**src/rtl/ascensor_ctrl.sv**
```systemverilog
// Elevator sequencing FSM that steps a 4-bit floor counter and times travel and door intervals.
// Defining ASCENSOR_EMERGENCIA_EN adds the emergencia input (forced descent to floor 0, door held open).
module ascensor_ctrl #(
    parameter int unsigned N_PISOS  = 8,
    parameter int unsigned T_VIAJE  = 4,
    parameter int unsigned T_PUERTA = 6
) (
    input  logic               clk,
    input  logic               rst,
`ifdef ASCENSOR_EMERGENCIA_EN
    input  logic               emergencia,
`endif
    input  logic [N_PISOS-1:0] llamada,
    input  logic [3:0]         piso_actual,
    output logic               cnt_enb,
    output logic               cnt_subir,
    output logic               puerta_abierta,
    output logic [N_PISOS-1:0] pendientes,
    output logic [1:0]         estado
);

    localparam int unsigned T_MAX = (T_VIAJE > T_PUERTA) ? T_VIAJE : T_PUERTA;
    localparam int unsigned TW    = $clog2(T_MAX + 1);
    localparam logic [TW-1:0] FIN_VIAJE  = TW'(T_VIAJE - 1);
    localparam logic [TW-1:0] FIN_PUERTA = TW'(T_PUERTA - 1);

    typedef enum logic [1:0] {
        REPOSO   = 2'd0,
        MOVIENDO = 2'd1,
        LLEGADA  = 2'd2,
        PUERTA   = 2'd3
    } estado_t;

    estado_t            state, state_next;
    logic [TW-1:0]      timer, timer_next;
    logic               dir, dir_next;
    logic [N_PISOS-1:0] pend_next;
    logic               cnt_enb_next, puerta_next;

    logic [N_PISOS-1:0] m_aqui, m_arriba, m_abajo;
    logic               piso_valido, puede_subir, puede_bajar;
    logic               aqui, arriba, abajo, llamada_aqui, sigue, opuesto;
    logic               emerg;

    // Floor masks relative to the counter's current value; all-zero when the floor is out of range
    always_comb begin
        m_aqui   = '0;
        m_arriba = '0;
        m_abajo  = '0;
        for (int i = 0; i < int'(N_PISOS); i++) begin
            m_aqui[i]   = (piso_actual == 4'(i));
            m_arriba[i] = (piso_actual < 4'(i));
            m_abajo[i]  = (piso_actual > 4'(i)) && piso_valido;
        end
    end

    assign piso_valido  = ({1'b0, piso_actual} < 5'(N_PISOS));
    assign puede_subir  = ({1'b0, piso_actual} < 5'(N_PISOS - 1));
    assign puede_bajar  = piso_valido && (piso_actual != 4'd0);
    assign aqui         = |(pendientes & m_aqui);
    assign arriba       = |(pendientes & m_arriba);
    assign abajo        = |(pendientes & m_abajo);
    assign llamada_aqui = |(llamada & m_aqui);
    assign sigue        = dir ? arriba : abajo;
    assign opuesto      = dir ? abajo : arriba;
    assign estado       = state;

`ifdef ASCENSOR_EMERGENCIA_EN
    logic emerg_prev;
    assign emerg = emergencia;
`else
    assign emerg = 1'b0;
`endif

    // State register and registered outputs
    always_ff @(posedge clk or posedge rst) begin
        if (rst) begin
            state          <= REPOSO;
            timer          <= '0;
            dir            <= 1'b1;
            pendientes     <= '0;
            cnt_enb        <= 1'b0;
            cnt_subir      <= 1'b1;
            puerta_abierta <= 1'b0;
`ifdef ASCENSOR_EMERGENCIA_EN
            emerg_prev     <= 1'b0;
`endif
        end else begin
            state          <= state_next;
            timer          <= timer_next;
            dir            <= dir_next;
            pendientes     <= pend_next;
            cnt_enb        <= cnt_enb_next;
            cnt_subir      <= dir_next;
            puerta_abierta <= puerta_next;
`ifdef ASCENSOR_EMERGENCIA_EN
            emerg_prev     <= emerg;
`endif
        end
    end

    // Next-state logic
    always_comb begin
        state_next = state;
        timer_next = timer;
        dir_next   = dir;
        case (state)
            REPOSO: begin
                if (aqui) begin
                    state_next = PUERTA;
                    timer_next = '0;
                end else if (arriba) begin
                    state_next = MOVIENDO;
                    dir_next   = 1'b1;
                    timer_next = '0;
                end else if (abajo) begin
                    state_next = MOVIENDO;
                    dir_next   = 1'b0;
                    timer_next = '0;
                end
            end
            MOVIENDO: begin
                if (timer == FIN_VIAJE) begin
                    state_next = LLEGADA;
                    timer_next = '0;
                end else begin
                    timer_next = timer + TW'(1);
                end
            end
            LLEGADA: begin
                timer_next = '0;
                if (aqui) begin
                    state_next = PUERTA;
                end else if (sigue) begin
                    state_next = MOVIENDO;
                end else if (opuesto) begin
                    state_next = MOVIENDO;
                    dir_next   = ~dir;
                end else begin
                    state_next = REPOSO;
                end
            end
            PUERTA: begin
                if (llamada_aqui) begin
                    timer_next = '0;
                end else if (timer == FIN_PUERTA) begin
                    timer_next = '0;
                    if (sigue) begin
                        state_next = MOVIENDO;
                    end else if (opuesto) begin
                        state_next = MOVIENDO;
                        dir_next   = ~dir;
                    end else begin
                        state_next = REPOSO;
                    end
                end else begin
                    timer_next = timer + TW'(1);
                end
            end
            default: begin
                state_next = REPOSO;
                timer_next = '0;
            end
        endcase

        // Emergency: a step in progress finishes, otherwise head down or hold the door at floor 0
        if (emerg && state != MOVIENDO) begin
            timer_next = '0;
            if (piso_actual == 4'd0) begin
                state_next = PUERTA;
            end else begin
                state_next = MOVIENDO;
                dir_next   = 1'b0;
            end
        end
`ifdef ASCENSOR_EMERGENCIA_EN
        else if (!emerg && emerg_prev && state == PUERTA) begin
            state_next = REPOSO;
            timer_next = '0;
        end
`endif

        if (state_next == MOVIENDO && ((dir_next && !puede_subir) || (!dir_next && !puede_bajar))) begin
            state_next = REPOSO;
            timer_next = '0;
        end
        if (!piso_valido) begin
            state_next = REPOSO;
            timer_next = '0;
        end
    end

    // Output and request-latch logic
    always_comb begin
        pend_next = pendientes | llamada;
        if (state == PUERTA) begin
            pend_next = (pendientes | llamada) & ~m_aqui;
        end
        if (emerg) begin
            pend_next = '0;
        end
        cnt_enb_next = (state_next == MOVIENDO) && (timer_next == FIN_VIAJE);
        puerta_next  = (state_next == PUERTA);
    end

endmodule
```
**config.mk**
```make
export PLATFORM = sky130hd
export DESIGN_NAME = ascensor_ctrl
export DESIGN_NICKNAME = d
export VERILOG_FILES = /design/src/rtl/ascensor_ctrl.sv
export SDC_FILE = /design/constraint.sdc
export NUM_CORES = 1
export LEC_CHECK = 0
export ABC_AREA = 1
export BUFFER_PORTS_ARGS = -buffer_cell sky130_fd_sc_hd__buf_2
export CAP_MARGIN = 20
export CORE_MARGIN = 2
export CORE_UTILIZATION = 25
export CTS_CLUSTER_SIZE = 30
export DETAILED_ROUTE_END_ITERATION = 16
export PLACE_DENSITY = 0.52
export SLEW_MARGIN = 20
export SYNTH_ARGS = -nofsm -noshare
export SYNTH_HDL_FRONTEND = slang
export SYNTH_SLANG_ARGS = --single-unit
export TNS_END_PERCENT = 20
```
**constraint.sdc**
```tcl
create_clock -name clk -period 2.4 [get_ports clk]
set_clock_uncertainty 0.2 [all_clocks]
set_input_delay 0 -clock clk [delete_from_list [all_inputs] [get_ports clk]]
set_output_delay 0 -clock clk [all_outputs]
set_load 0.01 [all_outputs]
```
; ---- Yosys cells after proc, flatten, opt, wreduce, memory -nomap -nowiden
; Cells that the tools add are included.
; Widths: inputs -> output; s select.
[classes]
addsub = 1
order_cmp = 18
eq_ne = 16
n_mux = 33
bitwise = 8
reduce_logical = 24
[ops]
columns = op, n
row1 = $and 8x8->8, 5
row2 = $reduce_or 8->1, 4
row3 = $mux 3, 8
row4 = $lt 4x3->1 const B, 5
row5 = $mux 2, 9
row6 = $eq 4x3->1 const B, 4
row7 = $gt 4x3->1 const B, 4
row8 = $logic_and 1x1->1, 13
row9 = $mux 1, 12
row10 = $pmux 3 s4, 1
row11 = $eq 4x2->1 const B, 2
row12 = $gt 4x1->1 const B, 2
row13 = $gt 4x2->1 const B, 2
row14 = $lt 4x1->1 const B, 2
row15 = $lt 4x2->1 const B, 2
row16 = $mux 8, 1
row17 = $not 8->8, 1
row18 = $or 8x8->8, 1
row19 = $pmux 2 s4, 1
row20 = $eq 2x1->1 const B, 3
row21 = $eq 2x2->1 const B, 3
row22 = $eq 3x2->1 const B, 2
row23 = $eq 4x1->1 const B, 1
row24 = $logic_not 4->1, 1
row25 = 9 further kinds, 11
[totals]
reg_bits = 16
inputBits = 14

; ---- Depth between registers and ports, before layout
; Gate-level depths: netlist (run 1).
[logic_depth]
ltp_word = 18
depth_mapped = 20

; ---- Worst setup path after synthesis (run 1)
; Ideal clock, no wire load.
[synth_timing]
path_type = register to register
startpoint = register pendientes[1]
endpoint = register cnt_enb
setup_time_ns = 0.072
t_arrival_ns = 1.571
t_required_ns = 2.128
slack_ns = 0.557
path_stages_with_launch = 16
n_path_buf = 0
period_less_slack_ns = 1.843
cell_sequence = dfrtp_1 -> nand2_1 -> nand2_1 -> nand3_1 -> nand3_1 -> nor2_2 -> nand3_2 -> nor2_1 -> nand2_1 -> nand2_1 -> nand3_2 -> nand2_2 -> inv_2 -> nand3_2 -> nand3_2 -> nor2_1
[synth_via]
elab_chain_cells = 16
elab_cells_between_ends = 43
cone_classes = eq/ne: 3 / mux: 28 / bitwise: 3 / reduce/logical: 9
[synth_lines]
columns = item, line_no
row1 = "start, declared", 18  ; output logic [N_PISOS-1:0] pendientes,
row2 = "start signal, assigned", 92  ; pendientes <= pend_next;
row3 = $and 8x8->8 (on tied branches), "61, 62"
row4 = $reduce_or 8->1 (on tied branches), "61, 62"
row5 = $mux 1, 65  ; assign opuesto = dir ? abajo : arriba;
row6 = $mux 1, "136, 150"
row7 = $mux 1, 134  ; end else if (sigue) begin
row8 = $mux 1, 146  ; end else if (timer == FIN_PUERTA) begin
row9 = $mux 1, 144  ; if (llamada_aqui) begin
row10 = $pmux 1 s3, 107  ; case (state)
row11 = $logic_not 1->1, 183  ; if (state_next == MOVIENDO && ((dir_next && !puede_subir) || (!dir_next && !puede_bajar))) begin
row12 = $logic_and 1x1->1, 183
row13 = $logic_or 1x1->1, 183
row14 = $logic_and 1x1->1, 183
row15 = $mux 3 / $mux 2 (equally long branches), 183
row16 = $mux 3 / $mux 2 (equally long branches), 187  ; if (!piso_valido) begin
row17 = $eq 3x2->1 / $eq 2x1->1 (equally long branches), 202  ; cnt_enb_next = (state_next == MOVIENDO) && (timer_next == FIN_VIAJE);
row18 = $logic_and 1x1->1 *, 202
row19 = named net cnt_enb_next, 38  ; logic cnt_enb_next, puerta_next;
row20 = "end signal, assigned", 93  ; cnt_enb <= cnt_enb_next;
row21 = "end, declared", 15  ; output logic cnt_enb,
; Mark *: on every way through the listed nets, which the timed path passes. The rest lies on a longest branch.

; ---- Final worst setup path (run 1)
; Same ends and word-level chain as after synthesis.

==> results of run 1 <==
[power by group through the flow]
stage	clock, mW	sequential [mW]	combinational (mW)
after global placement	0	0.330	0.277
after floorplan	0	0.333	0.189
after detailed placement	0	0.329	0.273
final	0.247	0.324	0.288
after global routing	0.268	0.329	0.334
after CTS	0.255	0.324	0.288
[flip-flops by register name, indices dropped and copies added (netlist names)]
register	count
estado	2
cnt_enb	1
puerta_abierta	1
pendientes	8
timer	3
dir	1
[stage by stage]
step | instance area [um^2] | hold slack, ns
2_1_floorplan | 1320 | -0.287
3_3_place_gp | 1520 | -0.0713
3_5_place_dp | 1520 | -0.0711
4_1_cts | 1720 | 0.00883
5_1_grt | 1720 | 0.0518
6_report | 1720 | 0.0208
[cells in the final DEF, fill, tap and decap left out, types with 2 or more instances in the layout]
master         netlist  layout
inv_1               43      43
nor2_1              24      24
dlygate4sd3_1        0      15
nand2_2              6       6
dfrtp_1             15      15
o21ai_0             11      11
nor2_4               2       2
buf_2                0      26
nand2_1             43      43
clkbuf_8             0       4
ha_1                 4       4
nor2_2               4       4
o22ai_1              3       3
a21oi_1              5       5
nand3_2              4       4
nand4_1              2       2
nand3_1             33      33
[cell families (layout without fill, tap and decap cells)]
| family | count (synthesis) | in the layout | share of synthesized area (%) |
|---|---|---|---|
| flops | 16 | 16 | 30.5 |
| compound gates | 21 | 21 | 8.55 |
| buf+inv | 48 | 92 | 15.0 |
| fa+ha+maj | 4 | 4 | 3.80 |
| simple gates | 118 | 118 | 42.1 |
[repair_timing]
item / CTS / global route
setup buffers: 0 / 0
hold buffers: 15 / 0
hold endpoints to repair: 24 / 0
[area by class of cell]
cell class | count | area, um^2 | share of cell area, %
clock buffers | 4 | 55.1 | 3.19
flip-flops and latches | 16 | 402 | 23.3
repair buffers | 42 | 288 | 16.7
multi-input cells | 143 | 717 | 41.6
well taps | 70 | 87.6 | 5.08
inverters | 46 | 175 | 10.2
[metal layers]
layer  wire length [um]  GRT usage (%)  vias up
met3                147           1.18        5
met1               1630           15.8      631
met4                 65           5.82        0
met5                  0              0        -
met2               1580           21.8       52
li1                   -              -      735
[worst max-delay path: cells and delay by family (launching register included)]
family	cells	cell delay [ns]
and+or+nand+nor	12	1.23
DFF	1	0.43
buffers and inverters	3	0.18
[worst paths after layout]
| path | to | slack (ns) | cells after the start |
|---|---|---|---|
| min in group asynchronous | pendientes[4] | 0.18 | 3 |
| max | cnt_enb | 0.25 | 15 |
| min reg2reg | pendientes[5] | 0.37 | 2 |
| min | pendientes[5] | 0.02 | 5 |
| max in group asynchronous | pendientes[6] | 1.39 | 3 |
| max reg2reg | cnt_enb | 0.25 | 15 |
==> results.ini, run 1 <==
[routing]
post_drt_wl_per_cell_um = 10.6
via_count = 1423
ant_nets = 0
drt_pre_antenna_iters = 4
drc = 0
finalWirelength_mm = 3.42
via_per_inst = 4.43
first_iter_violations = 36

[power]
intPower_mw = 0.548
power_mw = 0.859
clkPwrFrac_pct = 28.8
total_leakage_power_nw = 0.891
ir_drop_mv = 0.237
p_switching_mw = 0.311
swShare_pct = 36.2
p_per_area_nw_per_um2 = 498
seqPwrFrac_pct = 37.7
pwr-share-comb_pct = 33.5

[cells_and_area]
post_route_cells_drive_above_1_share_pct = 19.9
diodes = 0
stdcell_count = 321
fillers = 571
syn2layout_area_growth_pct = 31.0
fin_nets = 270
fin_util_pct = 33.8

[global_route]
grt_max_degree = 17
antenna_found_initial = 0
grt.total_usage_pct = 12.6
grt_pass1_wl_mm = 6.03
overflow = 0
first_global_vias = 1359

[timing]
setup_violations = 0
final_hold_viol_count = 0
worst_slew_pin_slew_ns = 0.668
fin_ws_ns = 0.254
relSlewSlack_pct = 55.5
drv_slew = 0
max_freq_ghz = 0.466
fin_tns_setup_ns = 0
fin_crit_ns = 2.15
rsz0062_at_grt = no
period_share_pct = 89.4

[critical_path]
slowest_stage = dfrtp_1
start_kind = flip-flop
cpMostUsedCell = nand2_1
path_cells = nand3_1, nand2_1, inv_1, nand2_1, nor2_1, inv_1, nor2_1, nand2_1, nand2_1, nand3_2, nand2_2, inv_2, nand3_2, nand3_2, nor2_1
required_ns = 2.38
arrival_ns = 2.13
endpoint_kind = flip-flop
rr_startpoint = pendientes[1]
setup.worst_path.start = pendientes[1]
path_max_fanout = 5
critPathMaxStageDelay_ns = 0.43
critical_path_class = reg -> reg

[place]
place_congestion = 0.839
dp_cells = 302
numPortBuffers = 26
dp_hpwl_mm = 2.69
place_ws_ns = 0.240

[logic_synthesis]
synth-main-ff-cell = dfrtp_1
synth-edff-count = 0
yosys-top-cells-count = inv_1 (43), nand2_1 (43), nand3_1 (33)
syn_avg_cell_area_um2 = 6.36
netlist_instances = 207
synth_top_area_share_pct = 28.5
syn-cell-area_um2 = 1320
ys_warn_count = 0
async_flop_share_pct = 100
yosysTopAreaCell = dfrtp_1
seq_area_frac_synth_pct = 30.5
synth_seq_cells = 16
synth_fp_nets = 225
synth_area_leaders = dfrtp_1 (29%), nand3_1 (13%), inv_1 (12%)
ys_types = 21

[clock_network]
cts.sinks = 16
clockBufferDepth = 2
worstSkewPairLatency_ns = 0.26
root_buffer = clkbuf_8
cts.repair.resized = 0
cts_buffers = 3
htreeDepth = 1
cts_tree = done
cts.clk_slew.worst_paths_ns = 0.07

[floorplanning]
placeableCoreArea_um2 = 5110
row_count = 26
die_h_um = 76.6
fp.dieW_um = 76.6
start_util_pct = 25.8
io_pins = 27
fp.dieArea_um2 = 5860

[outcome]
status = complete, no violations

[run]
cap_violations = 0

[min_path]
min_from = piso_actual[1]
hold_class = in -> reg

Note: power is estimated with default switching activity, not from simulation.
==> run 2, diff against run 1 <==
--- a/config.mk
+++ b/config.mk
@@ -5,14 +5,15 @@
 export SDC_FILE = /design/constraint.sdc
 export NUM_CORES = 1
 export LEC_CHECK = 0
-export ABC_AREA = 1
 export BUFFER_PORTS_ARGS = -buffer_cell sky130_fd_sc_hd__buf_2
 export CAP_MARGIN = 20
 export CORE_MARGIN = 2
 export CORE_UTILIZATION = 25
+export CTS_CLUSTER_DIAMETER = 80
 export CTS_CLUSTER_SIZE = 30
 export DETAILED_ROUTE_END_ITERATION = 16
 export PLACE_DENSITY = 0.52
+export SKIP_LAST_GASP = 1
 export SLEW_MARGIN = 20
 export SYNTH_ARGS = -nofsm -noshare
 export SYNTH_HDL_FRONTEND = slang
==> run 2 against run 1 <==
Net effect:
- via count decreased by 7.3%
- synthesized cell count decreased by 31%
- hold slack improved by 0.028 ns
- routed wire length increased by 6.4%
- global-route usage increased by 1.4 points
- critical path depth decreased by 8
- non-clock buffer count increased by 12
- core utilization increased by 1.3 points
==> results.ini, run 2 <==
[outcome]
status = complete, no violations

[logic_synthesis]
ys_warn_count = 0
synth_fp_nets = 160
synth_seq_cells = 16
synth-main-ff-cell = dfrtp_1
syn-cell-area_um2 = 1280
synth-edff-count = 0
seq_area_frac_synth_pct = 31.4
synth_area_leaders = dfrtp_1 (29%), a21oi_1 (4.7%), mux2i_1 (4.7%)
async_flop_share_pct = 100
synth_top_area_share_pct = 29.3
netlist_instances = 142
syn_avg_cell_area_um2 = 9.01
yosysTopAreaCell = dfrtp_1
ys_types = 50
yosys-top-cells-count = dfrtp_1 (15), nor2_1 (15), a21oi_1 (12)

[cells_and_area]
final_cell_mix = buf_2 (26), dfrtp_1 (15), dlygate4sd3_1 (15)
multi_input_area_um2 = 810
stdcell_count = 263
diodes = 0
mostFrequentLayoutCell = buf_2
final_area_um2 = 1760
fillers = 548
top_register = pendientes
largest_reg_flops = 8
fin_nets = 212
regArea_um2 = 402
syn2layout_area_growth_pct = 37.1
post_route_cells_drive_above_1_share_pct = 30.1

[place]
dp_cells = 243
place_ws_ns = 0.0867
dp_hpwl_mm = 2.64
place_congestion = 0.841
numPortBuffers = 26
dpl_cell_area_um2 = 1530

[routing]
wl_met3_um = 231
wl_met2_mm = 1.67
first_iter_violations = 129
via_count = 1319
ant_nets = 0
drt_pre_antenna_iters = 4
top_layer = met4
post_drt_wl_per_cell_um = 13.8
via_per_inst = 5.02
finalWirelength_mm = 3.64
drc = 0
met1_length_mm = 1.68

[clock_network]
cts.sinks = 16
cts_buffers = 3
clockBufferDepth = 2
root_buffer = clkbuf_8
htreeDepth = 1
cts.clk_slew.worst_paths_ns = 0.07
worstSkewPairLatency_ns = 0.25
cts_tree = done

[power]
ir_drop_mv = 0.151
power_mw = 0.700
total_leakage_power_nw = 0.727
p_per_area_nw_per_um2 = 399

[timing]
worst_slew_pin_slew_ns = 0.630
final_hold_viol_count = 0
rsz0062_at_grt = yes
drv_slew = 0
setup_violations = 0
period_share_pct = 97.8
fin_ws_ns = 0.0539
fin_crit_ns = 2.35
whs_ns = 0.0485
max_freq_ghz = 0.426
relSlewSlack_pct = 58.0

[global_route]
antenna_found_initial = 0
grt_max_degree = 19
first_global_vias = 1296
grt.total_usage_pct = 14.0
overflow = 0
grt_pass1_wl_mm = 6.05

[critical_path]
required_ns = 2.32
slowest_stage = dfrtp_1
endpoint_kind = flip-flop
critical_path_class = reg -> reg
path_max_fanout = 6
path_cells = nor2_1, o22ai_1, a211o_1, and2_1, a311o_1, a211oi_4, nor3_1
critPathMaxStageDelay_ns = 0.46
arrival_ns = 2.27
start_kind = flip-flop

[floorplanning]
row_count = 26
io_pins = 27
die_h_um = 75.6
fp.dieW_um = 75.6
placeableCoreArea_um2 = 5010
start_util_pct = 25.5
fp.dieArea_um2 = 5710

[run]
cap_violations = 0

[min_path]
hold_class = in -> reg

run 2: worst paths after layout:
kind | start | to | slack (ns) | cells after the start
min in group asynchronous | rst | pendientes[4] | 0.16 | 3
max in group asynchronous | rst | puerta_abierta | 1.43 | 3
worst max-delay path | pendientes[4] | estado[0] | 0.05 | 7
worst max register to register | pendientes[4] | estado[0] | 0.05 | 7
worst min register to register | estado[0] | estado[1] | 0.43 | 2
worst min-delay path | piso_actual[2] | pendientes[5] | 0.05 | 2
run 2: power by group:
group	total (mW)	leakage, nW	switching (mW)	internal, mW
combinational	0.195	0.530	0.107	0.0879
sequential	0.290	0.174	0.00921	0.281
clock	0.215	0.0228	0.0971	0.118
run 2: metrics by stage:
step / util, % / setup TNS, ns
after floorplan: - / 0
after global placement: 30.5 / 0
after detailed placement: 30.5 / 0
after CTS: 34.4 / 0
after global routing: 35.0 / -0.109
final: 35.0 / 0
run 2: repair_timing:
| action | in CTS | in global routing |
|---|---|---|
| hold buffers | 15 | 0 |
| endpoints found under the hold margin | 28 | 0 |
| setup buffers | 0 | 1 |
| resized for setup | 0 | 5 |
| setup endpoints to repair | 0 | 4 |
run 2: critical path: cells and delay by family (launching register included):
kind	cells	cell delay [ns]
flip-flops	1	0.46
AND/OR/NAND/NOR	3	0.44
AO/OA/AOI/OAI	4	1.12
run 2: logic make-up after synthesis:
family	synth area share (%)
compound gates	32.2
fa+ha+maj	3.91
buf+inv	7.43
flops	31.4
mux	4.69
simple gates	20.4
run 2: final cells by class:
cell class,instances,area share [%]
clock buffer,4,2.57
inverter,9,1.92
multi-input combinational,110,46.1
sequential,16,22.9
tap,70,4.99
timing repair buffer,54,21.5
run 2: layer usage:
| layer | up-vias | global-route usage, % |
|---|---|---|
| met3 | 5 | 2.25 |
| met4 | 0 | 5.07 |
| li1 | 636 | - |
| met5 | - | 0 |
| met2 | 43 | 21.9 |
| met1 | 635 | 19.6 |
